## config.mk

```make
export PLATFORM = sky130hd
export DESIGN_NAME = uart_ip_rx_core
export DESIGN_NICKNAME = d
export VERILOG_FILES = /design/src/rtl/uart_ip_rx_core.sv
export SDC_FILE = /design/constraint.sdc
export NUM_CORES = 1
export LEC_CHECK = 0
export CORE_AREA = 2 2 66 68
export CTS_BUF_LIST = sky130_fd_sc_hd__clkbuf_4 sky130_fd_sc_hd__clkbuf_8
export CTS_CLUSTER_DIAMETER = 100
export DETAILED_ROUTE_END_ITERATION = 10
export DIE_AREA = 0 0 68 70
export DONT_BUFFER_PORTS = 1
export PLACE_DENSITY = 0.78
export SYNTH_ARGS = -nofsm -noshare
export SYNTH_HDL_FRONTEND = slang
export SYNTH_SLANG_ARGS = --single-unit
```

## constraint.sdc

```tcl
create_clock -name clk -period 5.15 [get_ports clk]
set_input_delay 1.03 -clock clk [delete_from_list [all_inputs] [get_ports clk]]
set_output_delay 1.03 -clock clk [all_outputs]
set_load 0.01 [all_outputs]
```

## src/rtl/uart_ip_rx_core.sv

```systemverilog
// UART receive front end: 2-flop rx synchroniser, oversampled deframer (8 data bits,
// optional parity, 1 or 2 stop bits) and sticky status flags for the control FSM.
module uart_ip_rx_core #(
  parameter int OVERSAMPLE = 16,
  parameter int DIV_WIDTH  = 16
) (
  input  logic                 clk,
  input  logic                 arst_n,
  input  logic                 rx,
  input  logic [DIV_WIDTH-1:0] cfg_baud_div,
  input  logic                 cfg_parity_en,
  input  logic                 cfg_parity_odd,
  input  logic                 cfg_two_stop,
  input  logic                 clr,
  output logic [7:0]           recv_data,
  output logic                 recv_int,
  output logic                 recv_busy,
  output logic                 recv_error,
  output logic [2:0]           dbg_state
);

  localparam int TW = $clog2(OVERSAMPLE);

  typedef enum logic [2:0] {IDLE, START, DATA, PARITY, STOP, STOP2} state_e;

  state_e               state_q, state_d;
  logic                 rx_meta_q, rx_s_q;
  logic [DIV_WIDTH-1:0] div_q, div_d;
  logic [TW-1:0]        tick_q, tick_d;
  logic [3:0]           bit_q, bit_d;
  logic [7:0]           shift_q, shift_d;
  logic                 par_err_q, par_err_d;
  logic                 frm_err_q, frm_err_d;
  logic                 seen_high_q, seen_high_d;
  logic                 done_q, done_d;
  logic [7:0]           data_q, data_d;
  logic                 int_q, int_d;
  logic                 err_q, err_d;
  logic                 busy_q, busy_d;
  logic                 tick, samp, bend;

  always_comb begin
    tick = (state_q != IDLE) && (div_q == cfg_baud_div);
    samp = tick && (tick_q == TW'(OVERSAMPLE/2 - 1));
    bend = tick && (tick_q == TW'(OVERSAMPLE - 1));
  end

  // Counters idle at zero so every frame starts from a clean bit phase.
  always_comb begin
    div_d       = (state_q == IDLE || tick) ? '0 : div_q + DIV_WIDTH'(1);
    tick_d      = (state_q == IDLE) ? '0 : (tick ? tick_q + TW'(1) : tick_q);
    // A break must release the line before another start bit is accepted.
    seen_high_d = (state_q == IDLE) ? (seen_high_q | rx_s_q) : 1'b0;
  end

  always_comb begin
    state_d   = state_q;
    shift_d   = shift_q;
    bit_d     = bit_q;
    par_err_d = par_err_q;
    frm_err_d = frm_err_q;
    done_d    = 1'b0;
    case (state_q)
      IDLE: begin
        if (!rx_s_q && seen_high_q) begin
          state_d   = START;
          bit_d     = 4'd0;
          par_err_d = 1'b0;
          frm_err_d = 1'b0;
        end
      end
      START: begin
        if (samp && rx_s_q) state_d = IDLE;
        else if (bend)      state_d = DATA;
      end
      DATA: begin
        if (samp) begin
          shift_d = {rx_s_q, shift_q[7:1]};
          bit_d   = bit_q + 4'd1;
        end
        if (bend && bit_q == 4'd8) state_d = cfg_parity_en ? PARITY : STOP;
      end
      PARITY: begin
        if (samp && (((^shift_q) ^ rx_s_q) != cfg_parity_odd)) par_err_d = 1'b1;
        if (bend) state_d = STOP;
      end
      STOP: begin
        if (samp) begin
          if (!rx_s_q) frm_err_d = 1'b1;
          // Single stop bit completes mid-bit so a following start edge is not missed.
          if (!cfg_two_stop) begin
            state_d = IDLE;
            done_d  = 1'b1;
          end
        end
        if (bend) state_d = STOP2;
      end
      STOP2: begin
        if (samp) begin
          if (!rx_s_q) frm_err_d = 1'b1;
          state_d = IDLE;
          done_d  = 1'b1;
        end
      end
      default: state_d = IDLE;
    endcase
  end

  // Completion outranks a coincident clr, and the cleared flag is not an overrun.
  always_comb begin
    data_d = done_q ? shift_q : data_q;
    int_d  = done_q ? 1'b1 : (clr ? 1'b0 : int_q);
    err_d  = done_q ? (par_err_q | frm_err_q | ((int_q | err_q) & !clr))
                    : (clr ? 1'b0 : err_q);
    busy_d = (state_d != IDLE);
  end

  always_ff @(posedge clk or negedge arst_n) begin
    if (!arst_n) begin
      rx_meta_q   <= 1'b1;
      rx_s_q      <= 1'b1;
      state_q     <= IDLE;
      div_q       <= '0;
      tick_q      <= '0;
      bit_q       <= 4'd0;
      shift_q     <= 8'h00;
      par_err_q   <= 1'b0;
      frm_err_q   <= 1'b0;
      seen_high_q <= 1'b0;
      done_q      <= 1'b0;
      data_q      <= 8'h00;
      int_q       <= 1'b0;
      err_q       <= 1'b0;
      busy_q      <= 1'b0;
    end else begin
      rx_meta_q   <= rx;
      rx_s_q      <= rx_meta_q;
      state_q     <= state_d;
      div_q       <= div_d;
      tick_q      <= tick_d;
      bit_q       <= bit_d;
      shift_q     <= shift_d;
      par_err_q   <= par_err_d;
      frm_err_q   <= frm_err_d;
      seen_high_q <= seen_high_d;
      done_q      <= done_d;
      data_q      <= data_d;
      int_q       <= int_d;
      err_q       <= err_d;
      busy_q      <= busy_d;
    end
  end

  assign recv_data  = data_q;
  assign recv_int   = int_q;
  assign recv_busy  = busy_q;
  assign recv_error = err_q;
  assign dbg_state  = state_q;

endmodule

```

==> results by group, run 1 <==
Synth
  – Synthesized instance count: ~230
  – Leading post-synthesis cells by instance count: 50 x sky130_fd_sc_hd__dfrtp_1, 35 x sky130_fd_sc_hd__xnor2_1, 24 x sky130_fd_sc_hd__nor2_1
  – Share of Yosys cell area claimed by the top area cell type: 0.496
  – Library cell with the largest summed area after synthesis: sky130_fd_sc_hd__dfrtp_1
  – Flop and latch count out of synthesis: between 50 and 60
  – Commonest register cell after synthesis: sky130_fd_sc_hd__dfrtp_1
  – Sequential element share of the synthesized area: 0.517
  – Number of enable-type register cells in the synthesized netlist: 0
  – Fraction of synthesis flops using an asynchronous set or reset pin: 1.00
  – Number of nets in the synthesized netlist: 254
  – Synthesized area: roughly 2500 um^2
  – Yosys cell types: 37
  – Syn avg cell area: 11.1 um^2
  – Cell with the most instances after synthesis: sky130_fd_sc_hd__dfrtp_1
  – Main area contributors after synthesis: sky130_fd_sc_hd__dfrtp_1 50%, sky130_fd_sc_hd__xnor2_1 12%, sky130_fd_sc_hd__mux2_2 7.1%
  – Total of warnings raised by yosys: 0

Worst setup path
  – Critical R2R Launch: div_q[0]
  – Critical path data required time: 5400 ps
  – Crit path launch: cfg_baud_div[11]
  – Worst setup SP type: primary input
  – Data arrival time of the critical path: around 2800 ps
  – Critical path class: in -> reg
  – Worst Reg2Reg Path Length in Cells: 6
  – CP endpoint kind: flop
  – Largest fanout on the critical path: 16

Layout
  – Layout cells sized above 1: 0.143
  – Number of antenna diodes: 0
  – Final design instance area without fill: 2650 um^2
  – Synthesis-to-layout area growth: 5.11%
  – Nets: 256

Floorplan
  – Number of placement rows: 24
  – Die width: slightly below 70 um
  – DIE AREA: between 4000 and 5000 um^2
  – Vertical die dimension: 70 um
  – IO Count: 37
  – Core Area: 4140 um^2
  – Starting density of the core: 0.608

Timing
  – Transition at the pin with the smallest max-transition slack: 725 ps
  – Setup violators final: 0
  – Rel. slew slack: 0.513
  – Final period util: 0.497
  – Final hold violations: 0
  – Setup TNS: 0 ps
  – Skew final: about 9 ps
  – Final Slew Violations: 0
  – Clock period minus final worst setup slack: 2560 ps
  – Max Freq: slightly below 400 MHz
  – Unrepaired setup endpoints after global routing: no

Route
  – WL/cell: 15.3 um
  – 1st-pass router iterations: 4
  – Post-route DRC violation count: 0
  – WL final: 4.30 mm
  – DR iter-0 viols: 62
  – Via-to-Cell Ratio: 5.61
  – Remaining antenna violation count after routing: 0
  – Vias after detailed routing: 1582

Power
  – Overall Power: 0.000726 W
  – Leakage dissipation: around 1.2 nW
  – Pwr per Cell Area: 274 nW/um^2
  – Max rail drop VDD: roughly 0.00022 V

Hold path
  – Hold Startpoint: rx_meta_q
  – Hold Crit Depth: 0
  – Min-Delay Path Class: reg -> reg

Placement
  – Detailed-placement wirelength estimate: 3.06 mm
  – Placed standard-cell area: 2560 um^2
  – Global placement routability congestion: slightly above 0.8
  – Count of buffers inserted at the top-level ports: 0

Global routing
  – Overflow left after global routing: 0
  – Initial antenna violation count: 0
  – Maximum number of pins on one net before global-route repair: 53
  – Total Routing Usage GR: 0.201
  – First-pass GRT wire length: roughly 7 mm
  – Via count of the first global-routing pass: 1585

Outcome
  – Result of the run: finished, final reports clean

Clock tree
  – Number of instances resized during post-cts repair: 0
  – Cts hold-fix bufs: 0
  – Insertion delay to the later sink of the worst-skew pair: 310 ps
  – Number of sinks on the clock net: 52
  – Inserted Clock Buffers: 5
  – CTS root buffer: sky130_fd_sc_hd__clkbuf_8
  – CTS tree: built
  – CTS HTree Levels: 2
  – Number of buffers added for setup after CTS: 0
  – Clock-pin transition on the worst setup and hold timing paths: 100 ps
  – Clock tree buffer depth: 2

Job
  – Number of max-capacitance violations reported: 0
[final timing paths]
path	endpoint	slack, ps
worst min register to register	rx_s_q	360
max in group asynchronous	rx_s_q	4560
worst max register to register	bit_q[2]	2840
worst min-delay path	rx_s_q	360
worst max-delay path	bit_q[2]	2590
min in group asynchronous	dbg_state[2]	400
[worst max-delay path: stages]
cell and delay (ps):
sky130_fd_sc_hd__xnor2_1 170, sky130_fd_sc_hd__nand4_1 170, sky130_fd_sc_hd__nor4_4 590, sky130_fd_sc_hd__nand4_4 320, sky130_fd_sc_hd__or3_1 390, sky130_fd_sc_hd__a21boi_1 140
[stage by stage]
| step | cells | utilization | hold WS [ps] | setup WS (ps) |
|---|---|---|---|---|
| 4_1_cts | 282 | 0.639 | 363 | 2580 |
| 3_3_place_gp | 274 | 0.617 | 346 | 2330 |
| 3_5_place_dp | 274 | 0.617 | 350 | 2240 |
| 2_1_floorplan | 227 | - | 345 | 2580 |
| 5_1_grt | 282 | 0.639 | 366 | 2440 |
| 6_report | 282 | 0.639 | 361 | 2590 |
[cell families (layout without fill, tap and decap cells)]
| kind of cell | count (synthesis) | count (layout) | share of synthesized area |
|---|---|---|---|
| AOI/OAI and AO/OA | 19 | 19 | 0.0496 |
| DFF | 52 | 52 | 0.517 |
| muxes | 18 | 18 | 0.0794 |
| and+or+nand+nor | 77 | 77 | 0.162 |
| buffers and inverters | 15 | 18 | 0.0263 |
| xor gates and xnor gates | 42 | 42 | 0.146 |
| adders and majority gates | 4 | 4 | 0.0199 |
[power by group]
| part | internal (W) | switching, W |
|---|---|---|
| clock network | 0.000102 | 0.000135 |
| registers | 0.000424 | 0.0000217 |
| logic | 0.0000263 | 0.0000176 |
[layout by cell type, fill, tap and decap left out]
master	synthesis	routed
sky130_fd_sc_hd__or2_2	2	2
sky130_fd_sc_hd__xnor2_1	35	35
sky130_fd_sc_hd__a21boi_1	1	1
sky130_fd_sc_hd__a21o_1	1	1
sky130_fd_sc_hd__nand2b_1	1	1
sky130_fd_sc_hd__inv_1	10	10
sky130_fd_sc_hd__o31ai_1	4	4
sky130_fd_sc_hd__nor2_1	24	24
sky130_fd_sc_hd__or4_1	1	1
sky130_fd_sc_hd__o311ai_0	1	1
sky130_fd_sc_hd__nand3b_1	2	2
sky130_fd_sc_hd__mux2_2	16	16
sky130_fd_sc_hd__o21ai_0	8	8
sky130_fd_sc_hd__o211ai_1	1	1
sky130_fd_sc_hd__o22ai_1	1	1
sky130_fd_sc_hd__clkinv_4	0	1
sky130_fd_sc_hd__nor3_1	4	4
sky130_fd_sc_hd__and3_1	3	3
sky130_fd_sc_hd__dfstp_2	2	2
sky130_fd_sc_hd__or3_1	1	1
sky130_fd_sc_hd__dfrtp_1	50	50
sky130_fd_sc_hd__o21a_1	1	1
sky130_fd_sc_hd__mux2i_1	2	2
sky130_fd_sc_hd__a41o_1	1	1
sky130_fd_sc_hd__nor2b_1	2	2
sky130_fd_sc_hd__xor2_1	7	7
sky130_fd_sc_hd__nand4_4	1	1
sky130_fd_sc_hd__clkbuf_4	0	1
sky130_fd_sc_hd__nor4_4	1	1
sky130_fd_sc_hd__and2_1	1	1
sky130_fd_sc_hd__nand4_1	8	8
sky130_fd_sc_hd__nand2_1	14	14
sky130_fd_sc_hd__nand3_1	9	9
sky130_fd_sc_hd__clkbuf_8	0	5
sky130_fd_sc_hd__and3_2	3	3
sky130_fd_sc_hd__ha_1	4	4
sky130_fd_sc_hd__clkinvlp_4	0	1
[sequential cells by signal, summed over array words and instances, names as in the netlist]
signal and cells:
div_q 16, recv_error 1, rx_s_q 1, rx_meta_q 1, par_err_q 1, recv_int 1
tick_q 4, shift_q 8, done_q 1, dbg_state 3, recv_data 8, recv_busy 1
bit_q 4, frm_err_q 1, seen_high_q 1
[final cells by class]
cell class | count | area (um^2)
clock buffer | 6 | 76.3
clock inverter | 2 | 16.3
fill | 318 | 1490
inverter | 10 | 37.5
multi-input combinational | 160 | 1150
sequential | 52 | 1300
tap | 52 | 65.1
[per-layer routing]
metal	vias up	routed length, um	GRT usage
li1	773	-	-
met1	767	2000	0.277
met2	36	2020	0.300
met3	6	217	0.0628
met4	0	68	0.0667
met5	-	0	0
No activity file was read; power rests on OpenSTA's default activity.
==> inputs of run 2 (changes only) <==
- clock period: 5.15 -> 2.65 ns (I/O delays scaled with it)
==> run 2 against run 1 <==
Against the previous run: wire length barely moved; first-iteration DRC count fell by 9.7%; sequential power up 94%; critical endpoint unchanged; highest routed layer unchanged.
==> results by group, run 2 (synthesis results as in run 1) <==
Layout
  – Synthesis-to-layout area growth: 7.54% (was 5.11%)
  – Biggest register: div_q (unchanged)
  – Layout cells sized above 1: 0.155 (was 0.143)
  – Seq. cell area: 1300 um^2 (unchanged)
  – Max reg flops: 16 (unchanged)
  – Filler Cell Count: 325 (was 318)
  – Nets: 259 (was 256)
  – Area of the multi-input gates: 1150 um^2 (unchanged)
  – Final design instance area without fill: 2710 um^2 (was 2650 um^2)
  – Number of antenna diodes: 0 (unchanged)
  – Most common cell after layout, fill and taps aside: sky130_fd_sc_hd__dfrtp_1 (unchanged)
  – Most frequent cells in the layout: 50 x sky130_fd_sc_hd__dfrtp_1, 35 x sky130_fd_sc_hd__xnor2_1, 24 x sky130_fd_sc_hd__nor2_1 (unchanged)

Power
  – Internal cell power: 0.00116 W (was 0.000552 W)
  – Leakage dissipation: 1.23 nW (was 1.19 nW)
  – Share of total power in combinational logic: 0.070 (was 0.060)
  – Pwr per Cell Area: 553 nW/um^2 (was 274 nW/um^2)
  – Overall Power: 0.00150 W (was 0.000726 W)
  – Reg power frac: 0.576 (was 0.613)
  – Power spent charging and discharging nets: 0.000341 W (was 0.000174 W)
  – Clock power frac: 0.354 (was 0.326)
  – Max rail drop VDD: 0.000397 V (was 0.000222 V)
  – Net switching share of the total power: 0.228 (was 0.240)

Floorplan
  – Core Area: 4140 um^2 (unchanged)
  – Number of placement rows: 24 (unchanged)
  – DIE AREA: 4760 um^2 (unchanged)
  – Starting density of the core: 0.608 (unchanged)
  – IO Count: 37 (unchanged)
  – Vertical die dimension: 70 um (unchanged)
  – Die width: 68 um (unchanged)

Worst setup path
  – Critical path class: reg -> reg (was in -> reg)
  – Data arrival time of the critical path: 2360 ps (was 2800 ps)
  – Max incr delay on CP: 450 ps (was 590 ps)
  – Top Family by Delay on Critical Path: simple AND/OR/NAND/NOR gates (unchanged)
  – Largest fanout on the critical path: 16 (unchanged)
  – Critical path data required time: 2880 ps (was 5400 ps)
  – Worst setup SP type: flop (was primary input)
  – Critical-path top delay cell: sky130_fd_sc_hd__dfrtp_1 (was sky130_fd_sc_hd__nor4_4)
  – CP endpoint kind: flop (unchanged)
  – Buffering stage count on the worst path with inverters included: 0 (unchanged)
  – Chain of cells forming the critical path: xnor2_1 > nand4_1 > nor4_4 > nand4_4 > or3_1 > a21boi_1 (unchanged)

Timing
  – Transition at the pin with the smallest max-transition slack: 425 ps (was 725 ps)
  – Max Freq: 469 MHz
  – Final hold violations: 0 (unchanged)
  – Setup TNS: 0 ps (unchanged)
  – Final period util: 0.804
  – Clock period minus final worst setup slack: 2130 ps
  – Rel. slew slack: 0.714 (was 0.513)
  – Setup violators final: 0 (unchanged)
  – Unrepaired setup endpoints after global routing: no (unchanged)
  – Skew final: 6.87 ps (was 9.11 ps)
  – Final Slew Violations: 0 (unchanged)

Job
  – Number of max-capacitance violations reported: 0 (unchanged)

Route
  – Remaining antenna violation count after routing: 0 (unchanged)
  – DR iter-0 viols: 56 (was 62)
  – Vias after detailed routing: 1593 (was 1582)
  – WL final: 4.30 mm (about the same)
  – Via-to-Cell Ratio: 5.59 (was 5.61)
  – WL/cell: 15.1 um (was 15.3 um)
  – Post-route DRC violation count: 0 (unchanged)
  – 1st-pass router iterations: 4 (unchanged)

Global routing
  – Global routing usage on met1: 0.263 (was 0.277)
  – Via count of the first global-routing pass: 1609 (was 1585)
  – Maximum number of pins on one net before global-route repair: 51 (was 53)
  – Overflow left after global routing: 0 (unchanged)
  – Total Routing Usage GR: 0.201 (about the same)
  – Initial antenna violation count: 0 (unchanged)
  – Global routing's busiest layer: met2 (unchanged)
  – First-pass GRT wire length: 7.07 mm (was 7.16 mm)
  – Met2 track utilization from global routing: 0.307 (was 0.300)
  – GR Layer Usage met3: 0.0499 (was 0.0628)

Clock tree
  – Clock-pin transition on the worst setup and hold timing paths: 90 ps (was 100 ps)
  – Inserted Clock Buffers: 5 (unchanged)
  – CTS HTree Levels: 2 (unchanged)
  – CTS tree: built (unchanged)
  – CTS root buffer: sky130_fd_sc_hd__clkbuf_8 (unchanged)
  – Clock tree buffer depth: 2 (unchanged)
  – Number of instances resized during post-cts repair: 0 (unchanged)
  – Insertion delay to the later sink of the worst-skew pair: 300 ps (was 310 ps)
  – Number of sinks on the clock net: 52 (unchanged)

Placement
  – Detailed-placement wirelength estimate: 3.02 mm (was 3.06 mm)
  – Global placement routability congestion: 0.838 (was 0.832)
  – Placed standard-cell area: 2570 um^2 (was 2560 um^2)
  – Count of buffers inserted at the top-level ports: 0 (unchanged)

Hold path
  – Min-Delay Path Class: in -> async (was reg -> reg)

Outcome
  – Result of the run: finished, final reports clean (unchanged)
## run 2: cell type report
cell class | instances | share of cell area
Clock buffer | 5 | 0.0254
Tap cell | 52 | 0.0240
Multi-Input combinational cell | 160 | 0.425
Inverter | 10 | 0.0138
Sequential cell | 52 | 0.481
Clock inverter | 3 | 0.0157
Timing Repair Buffer | 3 | 0.0157
## run 2: power groups by stage
stage               sequential [W]  combinational, W  clock [W]
global placement          0.000878         0.0000836          0
finish                    0.000864          0.000105   0.000531
detailed placement        0.000878         0.0000888          0
floorplan                 0.000870         0.0000754          0
global route              0.000869          0.000117   0.000572
CTS                       0.000863          0.000108   0.000543
## run 2: path summary, 6_finish.rpt
path	start	end	slack, ps	depth (start not counted)
setup / recovery	div_q[0]	bit_q[2]	520	6
setup reg to reg	div_q[0]	bit_q[2]	520	6
hold reg to reg	rx_meta_q	rx_s_q	360	0
min in group clk	rx	rx_meta_q	220	0
max in group asynchronous	arst_n	recv_data[7]	2370	1
hold / removal	arst_n	rx_s_q	60	0
## run 2: per-layer routing
metal,up-vias,wire length [um]
met3,5,229
met5,-,0
li1,782,-
met2,35,2030
met1,771,1970
met4,0,72
## run 2: stage by stage
step | util | hold WS, ps | setup slack [ps] | cells
3_3_place_gp | 0.621 | 236 | 496 | 276
2_1_floorplan | - | 234 | 577 | 227
5_1_grt | 0.654 | 39.2 | 324 | 285
4_1_cts | 0.654 | 48.9 | 484 | 285
6_report | 0.654 | 60.7 | 518 | 285
3_5_place_dp | 0.621 | 236 | 423 | 276
## run 2: repair_timing
item,CTS,global route
setup buffers,0,0
hold endpoints to repair,50,0
hold buffers,1,0
==> inputs of run 3 (changes only) <==
- ABC_AREA: not set -> 1
- CORE_AREA: 2 2 66 68 -> 2 2 73 75
- DIE_AREA: 0 0 68 70 -> 0 0 75 77
- PLACE_DENSITY: 0.78 -> 0.76
- clock period: 2.65 -> 1.78 ns (I/O delays scaled with it)
==> run 3 against run 2 <==
Against the previous run: setup slack lost 540 ps; the run now ends with negative setup slack left; synthesized cell count grew 63%; largest cell class is now multi-input combinational cells; wire length grew 39%; largest power group unchanged; hold slack lost 26 ps; critical path type unchanged.
==> results by group, run 3 <==
Clock tree
  – Insertion delay to the later sink of the worst-skew pair: 310 ps (was 300 ps)
  – Number of sinks on the clock net: 52 (unchanged)
  – Clock-pin transition on the worst setup and hold timing paths: 100 ps (was 90 ps)
  – Inserted Clock Buffers: 5 (unchanged)
  – CTS HTree Levels: 2 (unchanged)
  – CTS tree: built (unchanged)
  – Clock tree buffer depth: 2 (unchanged)
  – CTS root buffer: sky130_fd_sc_hd__clkbuf_8 (unchanged)

Route
  – 1st-pass router iterations: 4 (unchanged)
  – WL final: 6.00 mm (was 4.30 mm)
  – Remaining antenna violation count after routing: 0 (unchanged)
  – WL met1: 2.75 mm (was 1.97 mm)
  – DR iter-0 viols: 226 (was 56)
  – Via-to-Cell Ratio: 5.00 (was 5.59)
  – Top layer reached by signal wires: met4 (unchanged)
  – Wire length on met2: 2.87 mm (was 2.03 mm)
  – Met3 routed wirelength: 287 um (was 229 um)
  – Post-route DRC violation count: 0 (unchanged)
  – Vias after detailed routing: 2360 (was 1593)
  – WL/cell: 12.7 um (was 15.1 um)

Synth
  – Number of nets in the synthesized netlist: 398 (was 254)
  – Commonest register cell after synthesis: sky130_fd_sc_hd__dfrtp_1 (unchanged)
  – Synthesized area: 2850 um^2 (was 2520 um^2)
  – Fraction of synthesis flops using an asynchronous set or reset pin: 1.00 (unchanged)
  – Compound-gate portion of the synthesized area: 0.0914 (was 0.0496)
  – Synthesized instance count: 371 (was 227)
  – Sequential element share of the synthesized area: 0.458 (was 0.517)
  – Share of Yosys cell area claimed by the top area cell type: 0.440 (was 0.496)
  – Post-synthesis simple-gate area fraction: 0.269 (was 0.162)
  – Xor and xnor fraction of the mapped netlist area: 0.0585 (was 0.146)
  – Cell with the most instances after synthesis: sky130_fd_sc_hd__nand2_1 (was sky130_fd_sc_hd__dfrtp_1)
  – Library cell with the largest summed area after synthesis: sky130_fd_sc_hd__dfrtp_1 (unchanged)
  – Number of enable-type register cells in the synthesized netlist: 0 (unchanged)
  – Main area contributors after synthesis: sky130_fd_sc_hd__dfrtp_1 44%, sky130_fd_sc_hd__nand2_1 13%, sky130_fd_sc_hd__inv_1 7.6% (was sky130_fd_sc_hd__dfrtp_1 50%, sky130_fd_sc_hd__xnor2_1 12%, sky130_fd_sc_hd__mux2_2 7.1%)
  – Dominant combinational cell family by area after synthesis: simple AND/OR/NAND/NOR gates (unchanged)
  – Yosys cell types: 35 (was 37)
  – Multiplexer share of the synthesized area: 0.00352 (was 0.0794)
  – Leading post-synthesis cells by instance count: 100 x sky130_fd_sc_hd__nand2_1, 58 x sky130_fd_sc_hd__inv_1, 50 x sky130_fd_sc_hd__dfrtp_1 (was 50 x sky130_fd_sc_hd__dfrtp_1, 35 x sky130_fd_sc_hd__xnor2_1, 24 x sky130_fd_sc_hd__nor2_1)
  – Flop and latch count out of synthesis: 52 (unchanged)
  – Total of warnings raised by yosys: 0 (unchanged)
  – Arithmetic-cell share of the synthesized area counting full adders, half adders and majority gates: 0.0176 (was 0.0199)
  – Syn avg cell area: 7.67 um^2 (was 11.1 um^2)

Timing
  – Final hold violations: 0 (unchanged)
  – Final period util: 1.01 (was 0.804)
  – Setup violators final: 2 (was 0)
  – Final Hold Slack: 34.6 ps (was 60.7 ps)
  – Max Freq: 555 MHz (was 469 MHz)
  – Skew final: 6.05 ps (was 6.87 ps)
  – Clock period minus final worst setup slack: 1800 ps (was 2130 ps)
  – Rel. slew slack: 0.737 (was 0.714)
  – Unrepaired setup endpoints after global routing: yes (was no)
  – Final Slew Violations: 0 (unchanged)
  – Setup TNS: -33.1 ps (was 0 ps)
  – Transition at the pin with the smallest max-transition slack: 395 ps (was 425 ps)
  – Post-route worst setup slack: -23.2 ps (was 518 ps)

Placement
  – Detailed-placement wirelength estimate: 4.23 mm (was 3.02 mm)
  – Global placement routability congestion: 0.853 (was 0.838)
  – Placed standard-cell area: 3060 um^2 (was 2570 um^2)
  – Worst setup slack after placement: -122 ps (was 423 ps)
  – Count of buffers inserted at the top-level ports: 0 (unchanged)

Global routing
  – Overflow left after global routing: 0 (unchanged)
  – Maximum number of pins on one net before global-route repair: 53 (was 51)
  – Total Routing Usage GR: 0.226 (was 0.201)
  – Initial antenna violation count: 0 (unchanged)
  – First-pass GRT wire length: 10.2 mm (was 7.07 mm)
  – Via count of the first global-routing pass: 2287 (was 1609)

Layout
  – Most common cell after layout, fill and taps aside: sky130_fd_sc_hd__nand2_1 (was sky130_fd_sc_hd__dfrtp_1)
  – Layout cells sized above 1: 0.182 (was 0.155)
  – Synthesis-to-layout area growth: 16.4% (was 7.54%)
  – Most frequent cells in the layout: 99 x sky130_fd_sc_hd__nand2_1, 58 x sky130_fd_sc_hd__inv_1, 50 x sky130_fd_sc_hd__dfrtp_1 (was 50 x sky130_fd_sc_hd__dfrtp_1, 35 x sky130_fd_sc_hd__xnor2_1, 24 x sky130_fd_sc_hd__nor2_1)
  – Number of antenna diodes: 0 (unchanged)
  – Max reg flops: 16 (unchanged)
  – Seq. cell area: 1300 um^2 (unchanged)
  – Final design instance area without fill: 3310 um^2 (was 2710 um^2)
  – Filler Cell Count: 426 (was 325)
  – Area of the multi-input gates: 1330 um^2 (was 1150 um^2)
  – Final core utilization: 0.665 (was 0.654)
  – Nets: 428 (was 259)
  – Biggest register: div_q (unchanged)

Worst setup path
  – Critical path class: reg -> reg (unchanged)
  – Largest fanout on the critical path: 5 (was 16)
  – Critical-path top delay cell: sky130_fd_sc_hd__dfrtp_1 (unchanged)
  – Data arrival time of the critical path: 2010 ps (was 2360 ps)
  – Max incr delay on CP: 430 ps (was 450 ps)
  – CP endpoint kind: flop (unchanged)
  – Top cell by count, worst path: sky130_fd_sc_hd__nand2_1
  – Critical path data required time: 1990 ps (was 2880 ps)
  – Chain of cells forming the critical path: nand2_1 > nand2_1 > inv_1 > nand2_1 > nor2_2 > nand2_1 > nor2_4 > nand3_4 > nand2_1 > nand2_1 > nand2_1 > nand2_1 > nor2_2 > nand2_1 (was xnor2_1 > nand4_1 > nor4_4 > nand4_4 > or3_1 > a21boi_1)
  – Worst setup SP type: flop (unchanged)

Hold path
  – Min-Delay Path Class: in -> reg (was in -> async)

Floorplan
  – Vertical die dimension: 77 um (was 70 um)
  – Number of placement rows: 26 (was 24)
  – DIE AREA: 5780 um^2 (was 4760 um^2)
  – Core Area: 4980 um^2 (was 4140 um^2)
  – Starting density of the core: 0.572 (was 0.608)
  – Die width: 75 um (was 68 um)
  – IO Count: 37 (unchanged)

Power
  – Pwr per Cell Area: 725 nW/um^2 (was 553 nW/um^2)
  – Max rail drop VDD: 0.000433 V (was 0.000397 V)
  – Leakage dissipation: 1.72 nW (was 1.23 nW)

Job
  – Number of max-capacitance violations reported: 0 (unchanged)

Outcome
  – Result of the run: finished, violations left (was finished, final reports clean)
  – Violations in the final reports: negative setup slack
## run 3: cell count changes after synthesis, sizes merged, moves of 11 or more
cell,change
a21oi,+11
inv,+59
mux2,-16
nand2,+88
nor2,+13
o21ai,+19
xnor2,-25
## run 3: timing repair
item	4_1_cts	5_1_grt
resized for setup	7	14
cloned	0	1
hold endpoints to repair	52	0
buffers inserted	2	3
setup endpoints to repair	16	36
hold buffers	2	0
pin swaps	3	4
## run 3: critical path: cells and delay by family (launching register included)
| kind | cells | cell delay [ps] |
|---|---|---|
| buf+inv | 1 | 50 |
| flops | 1 | 430 |
| simple gates | 13 | 1230 |
## run 3: path summary, 6_finish.rpt
check                           from        end  slack [ps]  cells after the start
setup / recovery            div_q[4]  recv_busy         -20                     14
hold / removal                    rx  rx_meta_q          30                      0
setup reg to reg            div_q[4]  recv_busy         -20                     14
hold reg to reg            rx_meta_q     rx_s_q         360                      0
max in group asynchronous     arst_n  rx_meta_q         930                      2
min in group asynchronous     arst_n   div_q[8]         580                      2
## run 3: final cells by class
type,count,area share
multi-input combinational,245,0.400
sequential,52,0.394
inverter,69,0.0782
timing repair buffer,28,0.0725
tap,70,0.0264
clock buffer,5,0.0208
clock inverter,3,0.00831
## run 3: per-layer routing
metal / vias up / global-route usage
li1: 1214 / -
met1: 1085 / 0.320
met2: 52 / 0.354
met3: 9 / 0.0434
met4: 0 / 0.0607
met5: - / 0
## run 3: through the flow
stage / std cells / power, W
final: 472 / 0.00240
after global routing: 472 / 0.00254
after CTS: 469 / 0.00240
after detailed placement: 457 / 0.00165
after global placement: 457 / 0.00165
after floorplan: 371 / 0.00153
## run 3: kinds of logic (layout without fill, tap and decap cells)
logic type	Yosys count	in the layout
fa+ha+maj	4	4
xor+xnor	19	19
flops	52	52
simple gates	174	174
mux	1	1
buf+inv	74	105
compound gates	47	47
## run 3: power by group
group / switching [W] / internal, W
Combinational: 0.000216 / 0.000173
Clock: 0.000425 / 0.000289
Sequential: 0.0000576 / 0.00124
